### config.mk
export PLATFORM = sky130hd
export DESIGN_NAME = display_timing
export DESIGN_NICKNAME = d
export VERILOG_FILES = /design/src/rtl/display_pkg.sv /design/src/rtl/sync_delay.sv /design/src/rtl/display_timing.sv
export SDC_FILE = /design/constraint.sdc
export NUM_CORES = 1
export LEC_CHECK = 0
export ABC_CLOCK_PERIOD_IN_PS = 4600
export BUFFER_PORTS_ARGS = -buffer_cell sky130_fd_sc_hd__clkbuf_2
export CAP_MARGIN = 0
export CORE_UTILIZATION = 60
export CTS_BUF_LIST = sky130_fd_sc_hd__clkbuf_4 sky130_fd_sc_hd__clkbuf_8
export DETAILED_ROUTE_END_ITERATION = 10
export GPL_ROUTABILITY_DRIVEN = 0
export MAX_ROUTING_LAYER = met4
export PLACE_DENSITY_LB_ADDON = 0.05
export SLEW_MARGIN = 20
export SYNTH_ARGS = -nofsm -noshare
export SYNTH_HDL_FRONTEND = slang
export SYNTH_SLANG_ARGS = --single-unit
### constraint.sdc
create_clock -name clk -period 4.6 [get_ports clk]
set_input_delay 0 -clock clk [delete_from_list [all_inputs] [get_ports clk]]
set_output_delay 0 -clock clk [all_outputs]
set_load 0.02 [all_outputs]
### src/rtl/display_pkg.sv
// Shared 640x480@60 raster timing constants for the timing generator and renderers.
// Latency: n/a (constants and an elaboration-time helper only).
// Backpressure: n/a.
package display_pkg;

  // Sum of the four segments of one scan axis (active + porches + sync).
  function automatic int line_total(input int res, input int fp, input int sync, input int bp);
    return res + fp + sync + bp;
  endfunction

  localparam int CORDW  = 10;

  localparam int H_RES  = 640;
  localparam int H_FP   = 16;
  localparam int H_SYNC = 96;
  localparam int H_BP   = 48;

  localparam int V_RES  = 480;
  localparam int V_FP   = 10;
  localparam int V_SYNC = 2;
  localparam int V_BP   = 33;

  localparam int H_TOT  = line_total(H_RES, H_FP, H_SYNC, H_BP);  // 800
  localparam int V_TOT  = line_total(V_RES, V_FP, V_SYNC, V_BP);  // 525

  localparam int H_SYNC_BEG = H_RES + H_FP;                 // 656
  localparam int H_SYNC_END = H_RES + H_FP + H_SYNC - 1;    // 751
  localparam int V_SYNC_BEG = V_RES + V_FP;                 // 490
  localparam int V_SYNC_END = V_RES + V_FP + V_SYNC - 1;    // 491

endpackage

### src/rtl/sync_delay.sv
// WIDTH x DEPTH shift register that advances only on ce; DEPTH=0 is a plain wire.
// Latency: DEPTH ce-cycles. Reset loads every stage with RST_VAL.
// Backpressure: none; ce low freezes all stages.
//   clk, rst  : clock, synchronous active-high reset
//   ce        : shift enable
//   i_dat     : word entering the line
//   o_dat     : word from DEPTH ce-cycles earlier
module sync_delay #(
  parameter int               WIDTH   = 3,
  parameter int               DEPTH   = 2,
  parameter logic [WIDTH-1:0] RST_VAL = '0
) (
  input  logic             clk,
  input  logic             rst,
  input  logic             ce,
  input  logic [WIDTH-1:0] i_dat,
  output logic [WIDTH-1:0] o_dat
);

  generate
    if (DEPTH == 0) begin : g_pass
      // No register at all: output follows input combinationally.
      logic w_unused;
      assign w_unused = ^{clk, rst, ce};
      assign o_dat    = i_dat;
    end else begin : g_shift
      logic [WIDTH-1:0] r_stage [DEPTH];

      always_ff @(posedge clk) begin
        if (rst) begin
          for (int i = 0; i < DEPTH; i++) r_stage[i] <= RST_VAL;
        end else if (ce) begin
          r_stage[0] <= i_dat;
          for (int i = 1; i < DEPTH; i++) r_stage[i] <= r_stage[i-1];
        end
      end

      assign o_dat = r_stage[DEPTH-1];
    end
  endgenerate

endmodule

### src/rtl/display_timing.sv
// Raster timing generator: coordinates, syncs, data-enable, line/frame strobes, frame counter.
// Latency: outputs lag the internal h/v counters by 1 ce-cycle; *_d outputs add PIPE_DLY more.
// Backpressure: ce low holds all state; line/frame read 0 while ce is low.
//   clk, rst, ce        : pixel clock, synchronous active-high reset, pixel enable
//   sx, sy, de          : coordinates and active-video flag
//   hsync, vsync        : syncs (active level SYNC_POL), aligned with sx/sy
//   line, frame         : one-ce-cycle strobes at sx==0 / (sx==0, sy==V_RES)
//   frame_cnt           : number of frame strobes, wraps at 2^16
//   hsync_d/vsync_d/de_d: hsync/vsync/de delayed by PIPE_DLY ce-cycles
module display_timing #(
  parameter int CORDW    = display_pkg::CORDW,
  parameter int H_RES    = display_pkg::H_RES,
  parameter int H_FP     = display_pkg::H_FP,
  parameter int H_SYNC   = display_pkg::H_SYNC,
  parameter int H_BP     = display_pkg::H_BP,
  parameter int V_RES    = display_pkg::V_RES,
  parameter int V_FP     = display_pkg::V_FP,
  parameter int V_SYNC   = display_pkg::V_SYNC,
  parameter int V_BP     = display_pkg::V_BP,
  parameter bit SYNC_POL = 1'b0,
  parameter int PIPE_DLY = 2
) (
  input  logic             clk,
  input  logic             rst,
  input  logic             ce,
  output logic [CORDW-1:0] sx,
  output logic [CORDW-1:0] sy,
  output logic             de,
  output logic             hsync,
  output logic             vsync,
  output logic             line,
  output logic             frame,
  output logic [15:0]      frame_cnt,
  output logic             hsync_d,
  output logic             vsync_d,
  output logic             de_d
);

  import display_pkg::*;

  localparam int H_TOT = line_total(H_RES, H_FP, H_SYNC, H_BP);
  localparam int V_TOT = line_total(V_RES, V_FP, V_SYNC, V_BP);

  generate
    if (H_TOT > (1 << CORDW) || V_TOT > (1 << CORDW)) begin : g_bad_cordw
      $error("display_timing: H_TOT/V_TOT do not fit in CORDW bits");
    end
    if (PIPE_DLY < 0 || PIPE_DLY > 15) begin : g_bad_dly
      $error("display_timing: PIPE_DLY must be 0..15");
    end
  endgenerate

  // All decode thresholds at counter width so comparisons are width-matched.
  localparam logic [CORDW-1:0] H_LAST = CORDW'(H_TOT - 1);
  localparam logic [CORDW-1:0] V_LAST = CORDW'(V_TOT - 1);
  localparam logic [CORDW-1:0] H_ACT  = CORDW'(H_RES);
  localparam logic [CORDW-1:0] V_ACT  = CORDW'(V_RES);
  localparam logic [CORDW-1:0] HS_BEG = CORDW'(H_RES + H_FP);
  localparam logic [CORDW-1:0] HS_END = CORDW'(H_RES + H_FP + H_SYNC - 1);
  localparam logic [CORDW-1:0] VS_BEG = CORDW'(V_RES + V_FP);
  localparam logic [CORDW-1:0] VS_END = CORDW'(V_RES + V_FP + V_SYNC - 1);

  logic [CORDW-1:0] r_h, r_v;

  always_ff @(posedge clk) begin
    if (rst) begin
      r_h <= '0;
      r_v <= '0;
    end else if (ce) begin
      if (r_h == H_LAST) begin
        r_h <= '0;
        r_v <= (r_v == V_LAST) ? '0 : r_v + 1'b1;
      end else begin
        r_h <= r_h + 1'b1;
      end
    end
  end

  // Decode of the current (h,v); registered below so every output shares one timing.
  logic w_de, w_hs_act, w_vs_act, w_line, w_frame;
  assign w_de     = (r_h < H_ACT) && (r_v < V_ACT);
  assign w_hs_act = (r_h >= HS_BEG) && (r_h <= HS_END);
  assign w_vs_act = (r_v >= VS_BEG) && (r_v <= VS_END);
  assign w_line   = (r_h == '0);
  assign w_frame  = w_line && (r_v == V_ACT);

  logic [CORDW-1:0] r_sx, r_sy;
  logic             r_de, r_hsync, r_vsync, r_line, r_frame;
  logic [15:0]      r_frame_cnt;

  always_ff @(posedge clk) begin
    if (rst) begin
      r_sx        <= '0;
      r_sy        <= '0;
      r_de        <= 1'b0;
      r_hsync     <= ~SYNC_POL;
      r_vsync     <= ~SYNC_POL;
      r_line      <= 1'b0;
      r_frame     <= 1'b0;
      r_frame_cnt <= '0;
    end else begin
      // Strobes last exactly one clock: cleared on every non-ce cycle.
      r_line  <= 1'b0;
      r_frame <= 1'b0;
      if (ce) begin
        r_sx    <= r_h;
        r_sy    <= r_v;
        r_de    <= w_de;
        r_hsync <= w_hs_act ? SYNC_POL : ~SYNC_POL;
        r_vsync <= w_vs_act ? SYNC_POL : ~SYNC_POL;
        r_line  <= w_line;
        r_frame <= w_frame;
        // Counter updates together with the strobe so its new value is seen alongside frame=1.
        if (w_frame) r_frame_cnt <= r_frame_cnt + 16'd1;
      end
    end
  end

  assign sx        = r_sx;
  assign sy        = r_sy;
  assign de        = r_de;
  assign hsync     = r_hsync;
  assign vsync     = r_vsync;
  assign line      = r_line;
  assign frame     = r_frame;
  assign frame_cnt = r_frame_cnt;

  // Re-time syncs and de to the renderer's pixel pipeline; idle word is "syncs inactive, de low".
  logic [2:0] w_dly_in, w_dly_out;
  assign w_dly_in = {r_hsync, r_vsync, r_de};

  sync_delay #(
    .WIDTH   (3),
    .DEPTH   (PIPE_DLY),
    .RST_VAL ({~SYNC_POL, ~SYNC_POL, 1'b0})
  ) u_sync_delay (
    .clk   (clk),
    .rst   (rst),
    .ce    (ce),
    .i_dat (w_dly_in),
    .o_dat (w_dly_out)
  );

  assign {hsync_d, vsync_d, de_d} = w_dly_out;

endmodule

==> metrics.md, run 1 <==
| Metric | Value |
|---|---|
| Slew Limit Fails | `0` |
| Vias in the first global route | `2213` |
| H-Tree Depth | `3` |
| DIE WIDTH | `73.03 um` |
| CP peak stage delay | `820 ps` |
| Slew headroom | `38.38%` |
| DP HPWL | `4141 um` |
| DRT iter0 DRCs | `158` |
| CORE AREA | `0.004786 mm2` |
| Cell breakdown of the critical path | `nor4_1, nand4_1, or4_1, a21oi_1` |
| Number of enable flip-flop cells after synthesis | `6` |
| Worst-case reg-to-reg path depth | `4` |
| Die height | `73.03 um` |
| Worst path slowest cell | `nand4_1` |
| Mapped cell area | `0.003027 mm2` |
| Status | `completed` |
| Required time worst endpoint | `4860 ps` |
| Fin util | `71.35%` |
| Power density over the cells | `325.4 mW/mm2` |
| Seq/Total Area, Yosys | `46.30%` |
| Via count | `2531` |
| Max VDD drop | `0.0002218 V` |
| Net Count, Synth | `337` |
| Leak | `1.263 nW` |
| CTS tree | `done` |
| Filler cells | `407` |
| Hold Crit Depth | `3` |
| Starting density of the core | `63.24%` |
| Total die area | `0.005333 mm2` |
| Synth area leaders | `dfxtp_1 40%, mux2i_1 6.3%, edfxtp_1 6.0%, a21oi_1 4.0%, or4_1 3.7%` |
| Cts bufs inserted | `9` |
| CTS resizes | `0` |
| Post-layout nets | `373` |
| CTS root buf | `clkbuf_8` |
| Achievable frequency | `362.3 MHz` |
| DR pass1 iterations | `4` |
| Ys async rst share | `0%` |
| IO buf count | `46` |
| RSZ-0062 raised after global routing | `false` |
| Syn-to-layout area delta | `12.82%` |
| Setup-failing EPs final | `0` |
| Clk_skew | `8.414 ps` |
| ANT nets after route | `0` |
| First-pass GRT wire length | `10380 um` |
| Gr ovfl total | `0` |
| Tmin final | `2760 ps` |
| Synth Register Bits | `67` |
| Crit. End Element | `flop` |
| Mapped Avg Cell Area | `9.200 um2` |
| Vias/cell | `5.792` |
| Number of core rows | `25` |
| Yosys warnings | `0` |
| Cells after Synth | `329` |
| Post-CTS Setup Inserts | `0` |
| GR Util All Layers | `26.49%` |
| Max_cap viols | `0` |
| CTS sink cnt | `67` |
| Hold/Removal Path Class | `in -> reg` |
| Share of the synthesized area in the top cell type | `40.35%` |
| Hold Buf Count CTS | `0` |
| CP Launch Type | `flop` |
| WP data arrival | `3020 ps` |
| Crit path max fanout | `27` |
| Fin Setup TNS | `0 ps` |
| Drt drc | `0` |
| Setup CP Type | `reg -> reg` |
| WL/cell | `14.31 um` |
| Total wire length | `6253 um` |
| Ports | `47` |
| Hold Vio Cnt, Final | `0` |
| Synth area leader | `dfxtp_1` |
| Worst slew pin tran | `916.7 ps` |
| Worst-path clk slew | `70 ps` |
| Pin count of the biggest net entering global routing | `58` |
| Distinct cells, synth | `43` |
| Antenna cells | `0` |
| Proportion of layout cells with a drive suffix above 1 | `18.65%` |
| Fin crit share | `60.00%` |
| Clock Latency Late Sink | `340 ps` |
| Post-synth top flop | `dfxtp_1` |
| Deepest clock path buffer count | `2` |
| Initial antenna violation count | `0` |
==> registers in the layout, summed over array words and instances (netlist names) <==
| signal | cells |
|---|---|
| r_h | 10 |
| vsync | 1 |
| u_sync_delay.g_shift.r_stage | 6 |
| sy | 10 |
| de | 1 |
| frame | 1 |
| frame_cnt | 16 |
| hsync | 1 |
| r_v | 10 |
| sx | 10 |
| line | 1 |
==> where the power goes <==
part,internal (mW),total [mW],switching [mW]
logic,0.0161,0.0484,0.0323
clock network,0.251,0.463,0.212
registers,0.594,0.600,0.00575
total,0.861,1.11,0.250
==> final timing paths <==
check,start,slack [ps],endpoint
setup / recovery,r_h[9]$_SDFFE_PP0P_,1840,frame_cnt[3]$_SDFFE_PP0P_
setup reg to reg,r_h[9]$_SDFFE_PP0P_,1840,frame_cnt[3]$_SDFFE_PP0P_
hold reg to reg,sy[5]$_SDFFE_PP0P_,470,sy[5]$_SDFFE_PP0P_
hold / removal,rst,230,sy[1]$_SDFFE_PP0P_
==> layout make-up <==
| cell class | count | area (um2) | area share [%] |
|---|---|---|---|
| multi-input combinational | 230 | 1464 | 42.87 |
| sequential | 67 | 1401 | 41.04 |
| timing repair buffer | 47 | 237.7 | 6.962 |
| clock buffer | 14 | 180.2 | 5.277 |
| tap | 67 | 83.83 | 2.455 |
| inverter | 10 | 37.54 | 1.099 |
| clock inverter | 2 | 10.01 | 0.2931 |
==> cells in the mapped netlist, drive strengths merged, types with 3 or more instances <==
cell	number
edfxtp	6
and2	3
nand4	13
nor4	4
xor2	4
nor2	29
xnor2	6
or3	7
dfxtp	61
nand2b	8
nand3	13
ha	5
or4	16
buf	8
and3	3
mux2i	19
inv	10
o31ai	13
nor3	13
o21ai	7
nand2	20
nor2b	4
and4	4
clkbuf	14
a21oi	24
==> metrics by stage <==
stage	instance area, um2	cells	hold WS, ps	power [mW]	worst slack [ps]
2_1_floorplan	3027	329	243.7	0.6506	2483
3_3_place_gp	3224	421	415.9	0.6608	1958
3_5_place_dp	3224	421	416.5	0.6614	1846
4_1_cts	3415	437	217.1	1.118	1828
5_1_grt	3415	437	270.3	1.151	1492
6_report	3415	437	232.5	1.111	1840
==> per-layer routing <==
metal / vias up / global-route usage, % / wire length [um]
met5: - / - / 0
met4: 0 / 13.07 / 119
met3: 9 / 3.729 / 252
met2: 62 / 40.12 / 2982
met1: 1192 / 34.67 / 2899
li1: 1268 / - / -
==> critical path: cells and delay by family, from the launching register on <==
| family | cells | cell delay, ps |
|---|---|---|
| AOI/OAI and AO/OA | 1 | 180 |
| and+or+nand+nor | 3 | 2120 |
| DFF | 1 | 370 |
==> cell usage in the layout (no fill, tap or decap), drive strengths merged, types with 2 or more instances in the layout <==
cell	count
o31ai	13
nand4	13
ha	5
or3	7
a21oi	24
nor2b	4
edfxtp	6
and2	3
inv	10
xor2	4
mux2i	19
mux2	2
o21ai	7
nor4bb	2
nand3	13
nand2	20
and4	4
xnor2	6
nor2	29
dfxtp	61
and3	3
or4	16
clkbuf	60
o21bai	2
nand4b	2
nand2b	8
nor4	4
nor3	13
clkinv	2
==> cells by family after synthesis <==
logic type / synth area share (%)
buf+inv: 5.332
fa+ha+maj: 2.067
mux: 7.028
compound gates: 9.798
xor+xnor: 2.894
flops: 46.30
simple gates: 26.58
Power figures use the tool's default switching activity.
==> run 2: changes to the inputs <==
--- a/config.mk
+++ b/config.mk
@@ -5,10 +5,11 @@
 export SDC_FILE = /design/constraint.sdc
 export NUM_CORES = 1
 export LEC_CHECK = 0
-export ABC_CLOCK_PERIOD_IN_PS = 4600
+export ABC_AREA = 1
+export ABC_CLOCK_PERIOD_IN_PS = 2470
 export BUFFER_PORTS_ARGS = -buffer_cell sky130_fd_sc_hd__clkbuf_2
 export CAP_MARGIN = 0
-export CORE_UTILIZATION = 60
+export CORE_UTILIZATION = 53
 export CTS_BUF_LIST = sky130_fd_sc_hd__clkbuf_4 sky130_fd_sc_hd__clkbuf_8
 export DETAILED_ROUTE_END_ITERATION = 10
 export GPL_ROUTABILITY_DRIVEN = 0
==> constraint.sdc (replaced) <==
create_clock -name clk -period 2.47 [get_ports clk]
set_input_delay 0 -clock clk [delete_from_list [all_inputs] [get_ports clk]]
set_output_delay 0 -clock clk [all_outputs]
set_load 0.02 [all_outputs]
==> run 2 against run 1 <==
  * Clock skew fell by 0.73 ps
  * Routed wire length rose by 20%
  * Die area rose by 19%
  * Sequential power rose by 85%
  * Synthesized cell count rose by 33%
  * Via count rose by 17%
  * Clock power rose by 120%
  * Hold slack got worse by 120 ps
  * Power rose by 98%
  * Sequential share of layout area fell by 3.0 points
  * Synthesized area rose by 5.6%
  * Critical endpoint is now r_v[2]$_SDFFE_PP0P_
==> metrics.md, run 2 <==
| Metric | Value |
|---|---|
| Vias/cell | `5.285 (-8.8%)` |
| IO buf count | `46 (unchanged)` |
| Worst-path clk slew | `80 ps (about the same)` |
| Top cells by count, synth | `102 x nand2_1, 70 x nor2_1, 61 x dfxtp_1, 38 x nand3_1, 37 x inv_1` |
| CORE AREA | `0.005675 mm2 (+19%)` |
| Post-DP Area | `0.003468 mm2 (+7.6%)` |
| Number of core rows | `27 (+8.0%)` |
| Max_cap viols | `0 (unchanged)` |
| Mapped Avg Cell Area | `7.282 um2 (-21%)` |
| Crit path max fanout | `9 (-67%)` |
| Power density over the cells | `597.2 mW/mm2 (+84%)` |
| Required time worst endpoint | `2730 ps (-2130 ps)` |
| DP HPWL | `5378 um (+30%)` |
| Area of the multi-input gates | `0.001565 mm2 (+6.9%)` |
| Total wire length | `7491 um (+20%)` |
| CP Launch Type | `flop` |
| Commonest non-fill, non-tap cell in the layout | `nand2_1` |
| Setup CP Type | `reg -> reg` |
| Pre-CTS WS | `848.9 ps (-997.2 ps)` |
| WP data arrival | `1900 ps (-1120 ps)` |
| Syn-to-layout area delta | `15.26%` |
| Pin count of the biggest net entering global routing | `29 (-50%)` |
| Final Power | `2.200 mW (+98%)` |
| Register area | `0.001401 mm2 (unchanged)` |
| Synth area leaders | `dfxtp_1 38%, nand2_1 12%, nor2_1 8.2%, nand3_1 5.9%, edfxtp_1 5.6%` |
| Slew headroom | `53.04% (+15 points)` |
| DIE WIDTH | `79.67 um (+9.1%)` |
| Achievable frequency | `608.6 MHz (+68%)` |
| RSZ-0062 raised after global routing | `false` |
| Synth area leader | `dfxtp_1` |
| Mapped cell area | `0.003197 mm2 (+5.6%)` |
| DRT iter0 DRCs | `172 (+8.9%)` |
| Post-synth top flop | `dfxtp_1` |
| Worst slew pin tran | `702.7 ps (-214.0 ps)` |
| Ports | `47 (unchanged)` |
| Antenna cells | `0 (unchanged)` |
| Seq/Total Area, Yosys | `43.84% (-2.5 points)` |
| Hold/Removal Path Class | `in -> reg` |
| Drt drc | `0 (unchanged)` |
| Starting density of the core | `56.33% (-6.9 points)` |
| Tmin final | `1643 ps (-1117 ps)` |
| Share of the synthesized area in the top cell type | `38.20% (-2.1 points)` |
| Vias in the first global route | `2564 (+16%)` |
| Total die area | `0.006347 mm2 (+19%)` |
| Most frequent cells in the layout | `102 x nand2_1, 70 x nor2_1, 61 x dfxtp_1` |
| Cells after Synth | `439 (+33%)` |
| Clock Latency Late Sink | `350 ps (about the same)` |
| Worst setup margin | `827.0 ps (-1013 ps)` |
| Fin Setup TNS | `0 ps (unchanged)` |
| WL/cell | `13.33 um (-6.8%)` |
| Number of enable flip-flop cells after synthesis | `6 (unchanged)` |
| Yosys warnings | `0 (unchanged)` |
| Gr ovfl total | `0 (unchanged)` |
| Largest register FFs | `16 (unchanged)` |
| Ys async rst share | `0% (unchanged)` |
| Most numerous cell in the Yosys netlist | `nand2_1` |
| CTS tree | `done` |
| Leak | `1.497 nW (+19%)` |
| Cts bufs inserted | `9 (unchanged)` |
| Crit. End Element | `flop` |
| Proportion of layout cells with a drive suffix above 1 | `18.98% (+0.33 points)` |
| CTS resizes | `0 (unchanged)` |
| Hold Buf Count CTS | `0 (unchanged)` |
| Deepest clock path buffer count | `2 (unchanged)` |
| Fin crit share | `66.52% (+6.5 points)` |
| Net Count, Synth | `447 (+33%)` |
| Filler cells | `526 (+29%)` |
| Status | `completed` |
| CTS sink cnt | `67 (unchanged)` |
| DR pass1 iterations | `5 (+1)` |
| Via count | `2970 (+17%)` |
| Distinct cells, synth | `38 (-12%)` |
| Initial antenna violation count | `0 (unchanged)` |
| CTS root buf | `clkbuf_8` |
| Setup-failing EPs final | `0 (unchanged)` |
| ANT nets after route | `0 (unchanged)` |
| Die height | `79.67 um (+9.1%)` |
| Slew Limit Fails | `0 (unchanged)` |
| H-Tree Depth | `3 (unchanged)` |
| Synth Register Bits | `67 (unchanged)` |
| Clk_skew | `7.688 ps (-0.7264 ps)` |
| Final Instance Area | `0.003685 mm2 (+7.9%)` |
| Hold Vio Cnt, Final | `0 (unchanged)` |
| First-pass GRT wire length | `12260 um (+18%)` |
| Post-CTS Setup Inserts | `0 (unchanged)` |
| Post-layout nets | `493 (+32%)` |
| Max VDD drop | `0.0003808 V (+72%)` |
| GR Util All Layers | `26.52% (+0.027 points)` |
==> run 2: cell types whose count changed after synthesis, moves of 7 or more <==
cell	previous run	this run
nor2_1	29	70
inv_1	10	37
nand4_1	13	6
mux2i_1	19	0
nand3_1	13	38
nand2_1	20	102
o21ai_0	7	23
or4_1	15	0
nand2b_1	8	0
o31ai_1	13	1
inv_2	0	8
==> run 2: layout make-up <==
type                       count  area share [%]
tap                           72           2.445
inverter                      46           4.720
multi-input combinational    314           42.48
sequential                    67           38.03
clock buffer                   9           3.362
timing repair buffer          47           6.452
clock inverter                 7           2.513
==> run 2: worst paths after layout <==
check | startpoint | end | slack (ps) | cells after the start
max reg2reg | r_h[0]$_SDFFE_PP0P_ | r_v[2]$_SDFFE_PP0P_ | 830 | 8
max | r_h[0]$_SDFFE_PP0P_ | r_v[2]$_SDFFE_PP0P_ | 830 | 8
min reg2reg | sy[2]$_SDFFE_PP0P_ | sy[2]$_SDFFE_PP0P_ | 470 | 2
min | ce | sx[9]$_SDFFE_PP0P_ | 110 | 3
==> run 2: metrics by stage <==
stage / cells / util, % / hold WS (ps)
2_1_floorplan: 439 / - / 163.3
3_3_place_gp: 546 / 61.11 / 416.9
3_5_place_dp: 546 / 61.11 / 416.3
4_1_cts: 562 / 64.93 / 98.16
5_1_grt: 562 / 64.93 / 144.4
6_report: 562 / 64.93 / 111.4
==> run 2: where the power goes <==
part / total (mW) / switching (mW) / internal [mW]
Combinational: 0.0860 / 0.0664 / 0.0196
Clock: 1.01 / 0.442 / 0.564
Sequential: 1.11 / 0.00481 / 1.10
Total: 2.20 / 0.514 / 1.69
==> run 2: worst max-delay path, stage by stage (launching register included) <==
cell and delay [ps]:
dfxtp_1 370, ha_1 180, nand3_1 120, nor2_1 230
nand3_4 160, nand2_2 210, nand2_1 140, nand2_1 90
nor2_1 40
==> run 2: cells by family after synthesis <==
kind of cell | synth area share (%)
compound gates | 8.768
xor+xnor | 2.466
fa+ha+maj | 1.957
buf+inv | 7.201
flops | 43.84
simple gates | 35.77
==> run 2: layer usage <==
| metal | up-vias | routed length [um] | GRT usage (%) |
|---|---|---|---|
| met3 | 12 | 406 | 5.600 |
| li1 | 1513 | - | - |
| met5 | - | 0 | - |
| met4 | 0 | 130 | 11.82 |
| met1 | 1353 | 3644 | 34.35 |
| met2 | 92 | 3309 | 39.66 |
